===== config.mk =====
export PLATFORM = sky130hd
export DESIGN_NAME = imem_fetch_ctrl_flat
export DESIGN_NICKNAME = d
export VERILOG_FILES = /design/src/rtl/imem_fetch_ctrl_if.sv /design/src/rtl/imem_fetch_ctrl.sv /design/src/flat_wrapper.sv
export SDC_FILE = /design/constraint.sdc
export NUM_CORES = 1
export LEC_CHECK = 0
export BUFFER_PORTS_ARGS = -buffer_cell sky130_fd_sc_hd__buf_4
export CAP_MARGIN = 20
export CELL_PAD_IN_SITES_DETAIL_PLACEMENT = 1
export CELL_PAD_IN_SITES_GLOBAL_PLACEMENT = 1
export CORE_UTILIZATION = 25
export DETAILED_ROUTE_END_ITERATION = 12
export PLACE_DENSITY_LB_ADDON = 0.1
export REMOVE_ABC_BUFFERS = 1
export SLEW_MARGIN = 20
export SYNTH_ARGS = -nofsm -noshare
export SYNTH_HDL_FRONTEND = slang
export SYNTH_SLANG_ARGS = --single-unit

===== constraint.sdc =====
create_clock -name clk -period 7.76 [get_ports clk]
set_clock_uncertainty 0.15 [all_clocks]
set_input_delay 1.164 -clock clk [delete_from_list [all_inputs] [get_ports clk]]
set_output_delay 1.164 -clock clk [all_outputs]
set_load 0.01 [all_outputs]

===== src/rtl/imem_fetch_ctrl_if.sv =====
// Fetch-controller bus: control pulses, instruction-memory port, decode handshake and status.
// The master side is whoever drives control and supplies memory data; the slave is the fetch controller.
interface imem_fetch_ctrl_if;
    logic        start;
    logic        stop;
    logic        redirect_valid;
    logic [31:0] redirect_pc;
    logic [31:0] imem_addr;
    logic [31:0] imem_rdata;
    logic        out_valid;
    logic        out_ready;
    logic [31:0] out_instr;
    logic [31:0] out_pc;
    logic        busy;
    logic        fault;
    logic [31:0] fault_addr;

    modport master (
        output start, stop, redirect_valid, redirect_pc, imem_rdata, out_ready,
        input  imem_addr, out_valid, out_instr, out_pc, busy, fault, fault_addr
    );

    modport slave (
        input  start, stop, redirect_valid, redirect_pc, imem_rdata, out_ready,
        output imem_addr, out_valid, out_instr, out_pc, busy, fault, fault_addr
    );
endinterface


===== src/rtl/imem_fetch_ctrl.sv =====
// Instruction fetch controller: owns the fetch PC, reads one word per cycle into a
// small FIFO feeding decode, and handles redirect, start/stop and sticky address faults.
module imem_fetch_ctrl #(
    parameter logic [31:0] RESET_PC   = 32'h0000_0000,
    parameter int unsigned IMEM_WORDS = 1024,
    parameter int unsigned DEPTH      = 2
) (
    input  logic              clk,
    input  logic              rst,
    imem_fetch_ctrl_if.slave  bus
);

    localparam int unsigned        PTR_W    = (DEPTH > 1) ? $clog2(DEPTH) : 1;
    localparam int unsigned        CNT_W    = PTR_W + 1;
    localparam logic [32:0]        PC_LIMIT = 33'(IMEM_WORDS) << 2;
    localparam logic [CNT_W-1:0]   CNT_FULL = CNT_W'(DEPTH);

    typedef enum logic [1:0] {
        ST_IDLE  = 2'b00,
        ST_RUN   = 2'b01,
        ST_FAULT = 2'b10
    } state_t;

    state_t             r_state;
    logic [31:0]        r_fetch_pc;
    logic [31:0]        r_fifo_pc    [DEPTH];
    logic [31:0]        r_fifo_instr [DEPTH];
    logic [PTR_W-1:0]   r_wr_ptr;
    logic [PTR_W-1:0]   r_rd_ptr;
    logic [CNT_W-1:0]   r_count;
    logic               r_busy;
    logic               r_fault;
    logic [31:0]        r_fault_addr;

    logic               w_pop;
    logic               w_slot;
    logic               w_pc_oob;
    logic               w_redir;
    logic               w_redir_bad;
    logic               w_push;
    logic               w_run_fault;

    // Handshake, push-slot and range decisions for the coming edge.
    always_comb begin
        w_pop       = (r_count != CNT_W'(0)) && bus.out_ready;
        // A full FIFO still accepts a word when the head leaves on the same edge.
        w_slot      = (r_count < CNT_FULL) || w_pop;
        w_pc_oob    = ({1'b0, r_fetch_pc} >= PC_LIMIT);
        w_redir     = bus.redirect_valid && (r_state != ST_FAULT);
        w_redir_bad = (bus.redirect_pc[1:0] != 2'b00) || ({1'b0, bus.redirect_pc} >= PC_LIMIT);
        w_push      = !w_redir && (r_state == ST_RUN) && w_slot && !w_pc_oob;
        w_run_fault = !w_redir && (r_state == ST_RUN) && w_slot && w_pc_oob;
    end

    // State machine, fetch PC, FIFO storage and status outputs.
    always_ff @(posedge clk or posedge rst) begin
        if (rst) begin
            r_state      <= ST_IDLE;
            r_fetch_pc   <= RESET_PC;
            r_wr_ptr     <= '0;
            r_rd_ptr     <= '0;
            r_count      <= '0;
            r_busy       <= 1'b0;
            r_fault      <= 1'b0;
            r_fault_addr <= 32'h0000_0000;
            for (int i = 0; i < int'(DEPTH); i++) begin
                r_fifo_pc[i]    <= 32'h0000_0000;
                r_fifo_instr[i] <= 32'h0000_0000;
            end
        end else if (w_redir) begin
            // Flush; any head taken on this edge is simply dropped with the rest.
            r_wr_ptr <= '0;
            r_rd_ptr <= '0;
            r_count  <= '0;
            if (w_redir_bad) begin
                r_state      <= ST_FAULT;
                r_busy       <= 1'b0;
                r_fault      <= 1'b1;
                r_fault_addr <= bus.redirect_pc;
            end else begin
                r_fetch_pc   <= bus.redirect_pc;
            end
        end else begin
            case (r_state)
                ST_IDLE: begin
                    if (bus.start && !bus.stop) begin
                        r_state <= ST_RUN;
                        r_busy  <= 1'b1;
                    end
                end
                ST_RUN: begin
                    if (w_run_fault) begin
                        r_state      <= ST_FAULT;
                        r_busy       <= 1'b0;
                        r_fault      <= 1'b1;
                        r_fault_addr <= r_fetch_pc;
                    end else if (bus.stop) begin
                        r_state <= ST_IDLE;
                        r_busy  <= 1'b0;
                    end
                end
                ST_FAULT: begin
                    r_state <= ST_FAULT;
                end
                default: begin
                    r_state <= ST_FAULT;
                    r_busy  <= 1'b0;
                    r_fault <= 1'b1;
                end
            endcase

            if (w_push) begin
                r_fifo_pc[r_wr_ptr]    <= r_fetch_pc;
                r_fifo_instr[r_wr_ptr] <= bus.imem_rdata;
                r_wr_ptr               <= r_wr_ptr + PTR_W'(1);
                r_fetch_pc             <= r_fetch_pc + 32'd4;
            end
            if (w_pop) begin
                r_rd_ptr <= r_rd_ptr + PTR_W'(1);
            end

            case ({w_push, w_pop})
                2'b10:   r_count <= r_count + CNT_W'(1);
                2'b01:   r_count <= r_count - CNT_W'(1);
                default: r_count <= r_count;
            endcase
        end
    end

    assign bus.imem_addr  = r_fetch_pc;
    assign bus.out_valid  = (r_count != CNT_W'(0));
    assign bus.out_instr  = r_fifo_instr[r_rd_ptr];
    assign bus.out_pc     = r_fifo_pc[r_rd_ptr];
    assign bus.busy       = r_busy;
    assign bus.fault      = r_fault;
    assign bus.fault_addr = r_fault_addr;

endmodule


===== src/flat_wrapper.sv =====
// flat-port wrapper written by rule: the top's interface ports become plain ports
module imem_fetch_ctrl_flat 
#(
    parameter logic [31:0] RESET_PC   = 32'h0000_0000,
    parameter int unsigned IMEM_WORDS = 1024,
    parameter int unsigned DEPTH      = 2
)
  (clk, rst, bus_start, bus_stop, bus_redirect_valid, bus_redirect_pc, bus_imem_rdata, bus_out_ready, bus_imem_addr, bus_out_valid, bus_out_instr, bus_out_pc, bus_busy, bus_fault, bus_fault_addr);
  imem_fetch_ctrl_if bus_i ();
  input  logic clk;
  input  logic rst;
  input wire logic [$bits(bus_i.start)-1:0] bus_start;
  input wire logic [$bits(bus_i.stop)-1:0] bus_stop;
  input wire logic [$bits(bus_i.redirect_valid)-1:0] bus_redirect_valid;
  input wire logic [$bits(bus_i.redirect_pc)-1:0] bus_redirect_pc;
  input wire logic [$bits(bus_i.imem_rdata)-1:0] bus_imem_rdata;
  input wire logic [$bits(bus_i.out_ready)-1:0] bus_out_ready;
  output wire logic [$bits(bus_i.imem_addr)-1:0] bus_imem_addr;
  output wire logic [$bits(bus_i.out_valid)-1:0] bus_out_valid;
  output wire logic [$bits(bus_i.out_instr)-1:0] bus_out_instr;
  output wire logic [$bits(bus_i.out_pc)-1:0] bus_out_pc;
  output wire logic [$bits(bus_i.busy)-1:0] bus_busy;
  output wire logic [$bits(bus_i.fault)-1:0] bus_fault;
  output wire logic [$bits(bus_i.fault_addr)-1:0] bus_fault_addr;
  assign bus_i.start = bus_start;
  assign bus_i.stop = bus_stop;
  assign bus_i.redirect_valid = bus_redirect_valid;
  assign bus_i.redirect_pc = bus_redirect_pc;
  assign bus_i.imem_rdata = bus_imem_rdata;
  assign bus_i.out_ready = bus_out_ready;
  assign bus_imem_addr = bus_i.imem_addr;
  assign bus_out_valid = bus_i.out_valid;
  assign bus_out_instr = bus_i.out_instr;
  assign bus_out_pc = bus_i.out_pc;
  assign bus_busy = bus_i.busy;
  assign bus_fault = bus_i.fault;
  assign bus_fault_addr = bus_i.fault_addr;
  imem_fetch_ctrl #(.RESET_PC(RESET_PC), .IMEM_WORDS(IMEM_WORDS), .DEPTH(DEPTH)) u_core (.clk(clk), .rst(rst), .bus(bus_i));
endmodule

==> results of run 1 <==
==> final cells by class <==
type,instances,share of cell area [%]
Sequential cell,200,44.0
Multi-Input combinational cell,393,30.6
Timing Repair Buffer,206,13.6
Tap cell,455,5.00
Clock buffer,17,3.74
Clock inverter,15,1.80
Inverter,38,1.36
==> logic make-up after synthesis <==
family / share of synthesized area [%]
muxes: 22.4
adders and majority gates: 0.425
AOI/OAI and AO/OA: 7.59
DFF: 56.7
xor gates and xnor gates: 0.397
and+or+nand+nor: 8.47
buffers and inverters: 4.08
==> final timing paths <==
kind	from	to	slack, ps	depth (start not counted)
hold reg to reg	u_core.bus.fault$_DFFE_PP0P_	u_core.bus.fault$_DFFE_PP0P_	320	1
max in group asynchronous	rst	u_core.r_rd_ptr$_DFFE_PP0P_	5350	3
setup reg to reg	u_core.r_state[0]$_DFFE_PP0P_	u_core.bus.fault_addr[28]$_DFFE_PP0P_	4240	5
setup / recovery	bus_redirect_pc[28]	u_core.bus.fault_addr[28]$_DFFE_PP0P_	4010	6
min in group asynchronous	rst	u_core.r_fifo_pc[48]$_DFFE_PP0P_	680	2
hold / removal	u_core.bus.fault$_DFFE_PP0P_	u_core.bus.fault$_DFFE_PP0P_	320	1
==> cells in the final DEF (no fill, tap or decap), types with 2 or more instances in the layout <==
master,count
buf_4,206
dfrtp_1,199
mux2_2,92
mux2_4,60
a21oi_1,44
nor2b_1,40
inv_1,37
o22ai_1,36
and2_1,22
clkbuf_16,17
nand2_1,12
o21ai_0,10
nor2_1,9
nor4_1,7
a2bb2oi_1,6
inv_6,6
nand3_1,5
mux2i_1,4
and3_1,4
inv_8,4
nand2b_1,3
nor4_2,3
nand4_1,3
xnor2_1,3
ha_1,3
bufinv_16,3
nand3_2,2
nor4_4,2
or3_1,2
o21a_1,2
a21o_1,2
clkinv_4,2
==> metrics by stage <==
stage          hold slack (ps)  setup slack (ps)
2_1_floorplan              308               992
3_3_place_gp               316              3610
3_5_place_dp               316              3460
4_1_cts                    334              3960
5_1_grt                    351              3790
6_report                   320              4010
==> power by group through the flow <==
stage	clock, mW	combinational, mW	sequential (mW)
2_1_floorplan	0	0.144	1.18
3_3_place_gp	0	0.267	1.21
3_5_place_dp	0	0.276	1.22
4_1_cts	1.01	0.277	1.20
5_1_grt	1.04	0.294	1.20
6_report	0.966	0.269	1.19
==> flip-flops by register name, summed over array words and instances, names as in the netlist, 2 cells and up <==
| register | flops |
|---|---|
| u_core.r_fifo_pc | 64 |
| u_core.bus.imem_addr | 32 |
| u_core.r_count | 2 |
| u_core.bus.fault_addr | 32 |
| u_core.r_fifo_instr | 64 |
| u_core.r_state | 2 |
==> critical path, stage by stage <==
cell	delay, ps
buf_4	110
nor4_1	380
nand4_1	320
nand4b_1	750
a21bo_2	990
a21oi_1	170
==> layer usage <==
| layer | wire (µm) | up-vias |
|---|---|---|
| met5 | 9 | - |
| met4 | 393 | 2 |
| met3 | 1360 | 26 |
| met2 | 12100 | 141 |
| met1 | 11200 | 3095 |
| li1 | - | 2727 |
==> out/metrics.yaml, run 1 <==
status: "completed"
synth-main-ff-cell: "dfrtp_1"
end_kind: "register"
drc: 0
drv_slew: 0
synth_area_mm2: 0.00883
max_slew_margin_pct: 31.7
initial_core_util_pct: 25.5
rsz0062_at_grt: "false"
final_area_mm2: 0.0114
ant_nets: 0
use_met2_pct: 23.8
start_kind: "input port"
dieHeight_um: 190
power_frac_seq_pct: 49.0
dieArea_mm2: 0.0361
criticalPathCategory: "in2reg"
clkLatencyLatePin_ps: 450
crit_fanout: 32
fin_cells: 1324
power_mw: 2.42
fmax_mhz: 266
ios: 201
grt_max_degree: 146
worstPathRequired_ps: 7910
initialDrtViolationCount: 152
clock-sinks: 200
fin_nets: 929
cts.clk_slew.worst_paths_ps: 80
cts_hold_buf: 0
antenna_found_initial: 1
p_switching_mw: 0.656
io_buffers: 200
clk_path_buf_depth: 2
p_clk_share_pct: 39.9
yosysWarnings: 0
maxCapViolCount: 0
overflow: 0
hold_viol_final: 0
antenna_cells: 0
fillCellCount: 3739
p_sw_share_pct: 27.0
layout.area.seq_mm2: 0.00501
busiest_layer: "met2"
synthDistinctLibCells: 47
post_cts_buffers: 0
grt_pass1_wl_um: 39900
htreeDepth: 4
place.gp.congestion: 0.756
num_rows: 68
synth_top_area_share_pct: 56.7
hp-class: "reg2reg"
dp_cells: 1292
dp_hpwl_um: 16600
internal-power_mw: 1.77
die_w_um: 190
cellPowerDensity_mw_per_mm2: 213
cts_buffers: 17
leakage_nw: 5.75
wl_per_cell_um: 19.0
cts_tree: "done"
place_area_mm2: 0.0108
detail_route.vias_per_cell: 4.52
grtUsageMet3_pct: 3.67
worst-endpoint-arrival_ps: 3900
core_area_mm2: 0.0346
ir_drop_uv: 157
netlist_top_cells_area: "dfrtp_1 (57%), mux2_2 (12%), mux2_4 (10%)"
avgSynthCellArea_um2: 13.2
synth_most_common_cell: "dfrtp_1"
grt_usage_pct: 14.5
synthTopCellsByCount: "dfrtp_1 (200), mux2_2 (92), mux2_4 (60)"
fin_crit_ps: 3750
cts-root-buf: "clkbuf_16"
multi_input_area_mm2: 0.00348
cts_resized: 0
ys_ff_latch: 200
grt_pass1_vias: 6691
syn_to_final_growth_pct: 28.9
synthCells: 670
worst_pin_slew_ps: 1020
finish.utilization_pct: 32.9
routed_wl_um: 25100
first_pass_iters: 4
drive_above_1_share_pct: 46.4
comb_power_share_pct: 11.1
fin_crit_sh_pct: 48.4
synthArstFlopShare_pct: 100
seq_area_frac_synth_pct: 56.7
setup_tns_ps: 0
use_met1_pct: 18.6
vias: 5991
setup_violations: 0
yosys.area.top_type: "dfrtp_1"
synth_edf_count: 0
No activity file was read; power rests on OpenSTA's default activity.
==> run 2: changes to the inputs <==
==> constraint.sdc (replaced) <==
create_clock -name clk -period 3.3 [get_ports clk]
set_clock_uncertainty 0.15 [all_clocks]
set_input_delay 0.495 -clock clk [delete_from_list [all_inputs] [get_ports clk]]
set_output_delay 0.495 -clock clk [all_outputs]
set_load 0.01 [all_outputs]
==> run 2 against run 1 <==
Effect of this change: via count rose by 1.0%; routed wire length is 1.5% higher; combinational power grew to 3.1 times the previous value; clock power up 120%; first-iteration DRC count decreased by 4.6%; total power is 130% higher; largest power group unchanged; sequential power is 120% higher; clock-buffer cell count grew 3; global-route usage rose by 0.21 points; register-to-register slack worse by 3600 ps; flip-flop and latch count is the same; non-clock buffer count is 13 higher.
==> out/metrics.yaml, run 2 (synthesized netlist as in run 1, its figures left out) <==
fin_nets: 942
start_kind: "register"
grt_pass1_wl_um: 40800
detail_route.vias_per_cell: 4.53
path_buf_inv: 0
dp_cells: 1305
antenna_found_initial: 2
dp_hpwl_um: 17200
initialDrtViolationCount: 145
max_slew_margin_pct: 36.9
cts_resized: 0
drive_above_1_share_pct: 46.8
cellPowerDensity_mw_per_mm2: 483
core_area_mm2: 0.0346
final_common_cell: "buf_4"
top_regs: "u_core.r_fifo_instr (64), u_core.r_fifo_pc (64)"
worst-endpoint-arrival_ps: 2910
post_cts_buffers: 0
first_pass_iters: 4
initial_core_util_pct: 25.5
cts.clk_slew.worst_paths_ps: 70
vias: 6053
worst_pin_slew_ps: 944
routed_wl_um: 25500
fin_crit_ps: 2690
crit_chain: "nor2_1, nand3_2, or3_1, ha_1, or3_1, a21oi_1"
dieArea_mm2: 0.0361
end_kind: "register"
cts_buffers: 17
fin_crit_sh_pct: 81.5
clkLatencyLatePin_ps: 440
dieHeight_um: 190
setup_violations: 0
syn_to_final_growth_pct: 30.0
fmax_mhz: 372
overflow: 0
wl_per_cell_um: 19.0
slowest_delay_ps: 600
hold_viol_final: 0
clk_path_buf_depth: 2
ir_drop_uv: 358
ant_nets: 0
worstPathRequired_ps: 3520
cts_hold_buf: 0
cts_tree: "done"
clock-sinks: 200
num_rows: 68
cts-root-buf: "clkbuf_16"
maxCapViolCount: 0
grt_pass1_vias: 6817
grt_max_degree: 89
status: "completed"
grt_usage_pct: 14.7
htreeDepth: 4
criticalPathCategory: "reg2reg"
setup_tns_ps: 0
cp_top_family: "simple AND/OR/NAND/NOR gates"
crit_top_cell: "or3_1"
hp-class: "in2async"
leakage_nw: 5.77
fin_cells: 1337
io_buffers: 200
place.gp.congestion: 0.754
drv_slew: 0
crit_slowest_cell: "or3_1"
ios: 201
drc: 0
crit_fanout: 9
rsz0062_at_grt: "false"
die_w_um: 190
fillCellCount: 3756
finish.utilization_pct: 33.2
layout_common_cells: "buf_4 (214), dfrtp_1 (199), mux2_2 (92), mux2_4 (60), a21oi_1 (44)"
antenna_cells: 0
-- run 2: final timing paths --
check | start | endpoint | slack, ps | cells past startpoint
setup / recovery | u_core.r_state[1]$_DFFE_PP0P_ | u_core.r_count[1]$_DFFE_PP0P_ | 610 | 6
hold / removal | rst | u_core.r_fifo_instr[49]$_DFFE_PP0P_ | 5 | 2
setup reg to reg | u_core.r_state[1]$_DFFE_PP0P_ | u_core.r_count[1]$_DFFE_PP0P_ | 610 | 6
hold reg to reg | u_core.bus.fault$_DFFE_PP0P_ | u_core.bus.fault$_DFFE_PP0P_ | 330 | 1
max in group asynchronous | rst | u_core.r_fifo_instr[54]$_DFFE_PP0P_ | 2070 | 3
min in group clk | bus_imem_rdata[12] | u_core.r_fifo_instr[12]$_DFFE_PP0P_ | 140 | 2
-- run 2: final cells by class --
| cell class | instances | area, µm² | share of cell area [%] |
|---|---|---|---|
| repair buffers | 219 | 1710 | 14.9 |
| well taps | 455 | 569 | 4.96 |
| clock buffers | 20 | 437 | 3.80 |
| clock inverters | 12 | 129 | 1.12 |
| inverters | 38 | 150 | 1.31 |
| multi-input cells | 393 | 3480 | 30.3 |
| flip-flops and latches | 200 | 5010 | 43.6 |
-- run 2: power by group --
group          internal (mW)  switching, mW  total [mW]  leakage [nW]
Combinational          0.400          0.435       0.836          2.87
Sequential              2.55         0.0733        2.63          2.64
Clock                   1.11          0.966        2.08         0.258
-- run 2: worst reg2reg max path: stages, from the launching register on --
cell and delay (ps):
dfrtp_1 440, nor2_1 300, nand3_2 230, or3_1 600, ha_1 380, or3_1 380
a21oi_1 140
-- run 2: metrics by stage --
stage	total power, mW	hold slack (ps)	setup slack (ps)	instance area, µm²
4_1_cts	5.67	26.0	584	11500
3_5_place_dp	3.54	326	433	10900
5_1_grt	5.82	47.3	458	11500
2_1_floorplan	3.12	308	-2800	8620
3_3_place_gp	3.51	325	471	10900
6_report	5.54	5.25	611	11500
-- run 2: layer usage --
metal | vias up | global-route usage, % | part of all wire [%]
met5 | - | 0 | 0.13
met2 | 141 | 23.2 | 47
met3 | 22 | 3.78 | 5.5
met1 | 3145 | 19.6 | 45
met4 | 4 | 4.90 | 1.6
li1 | 2741 | - | -
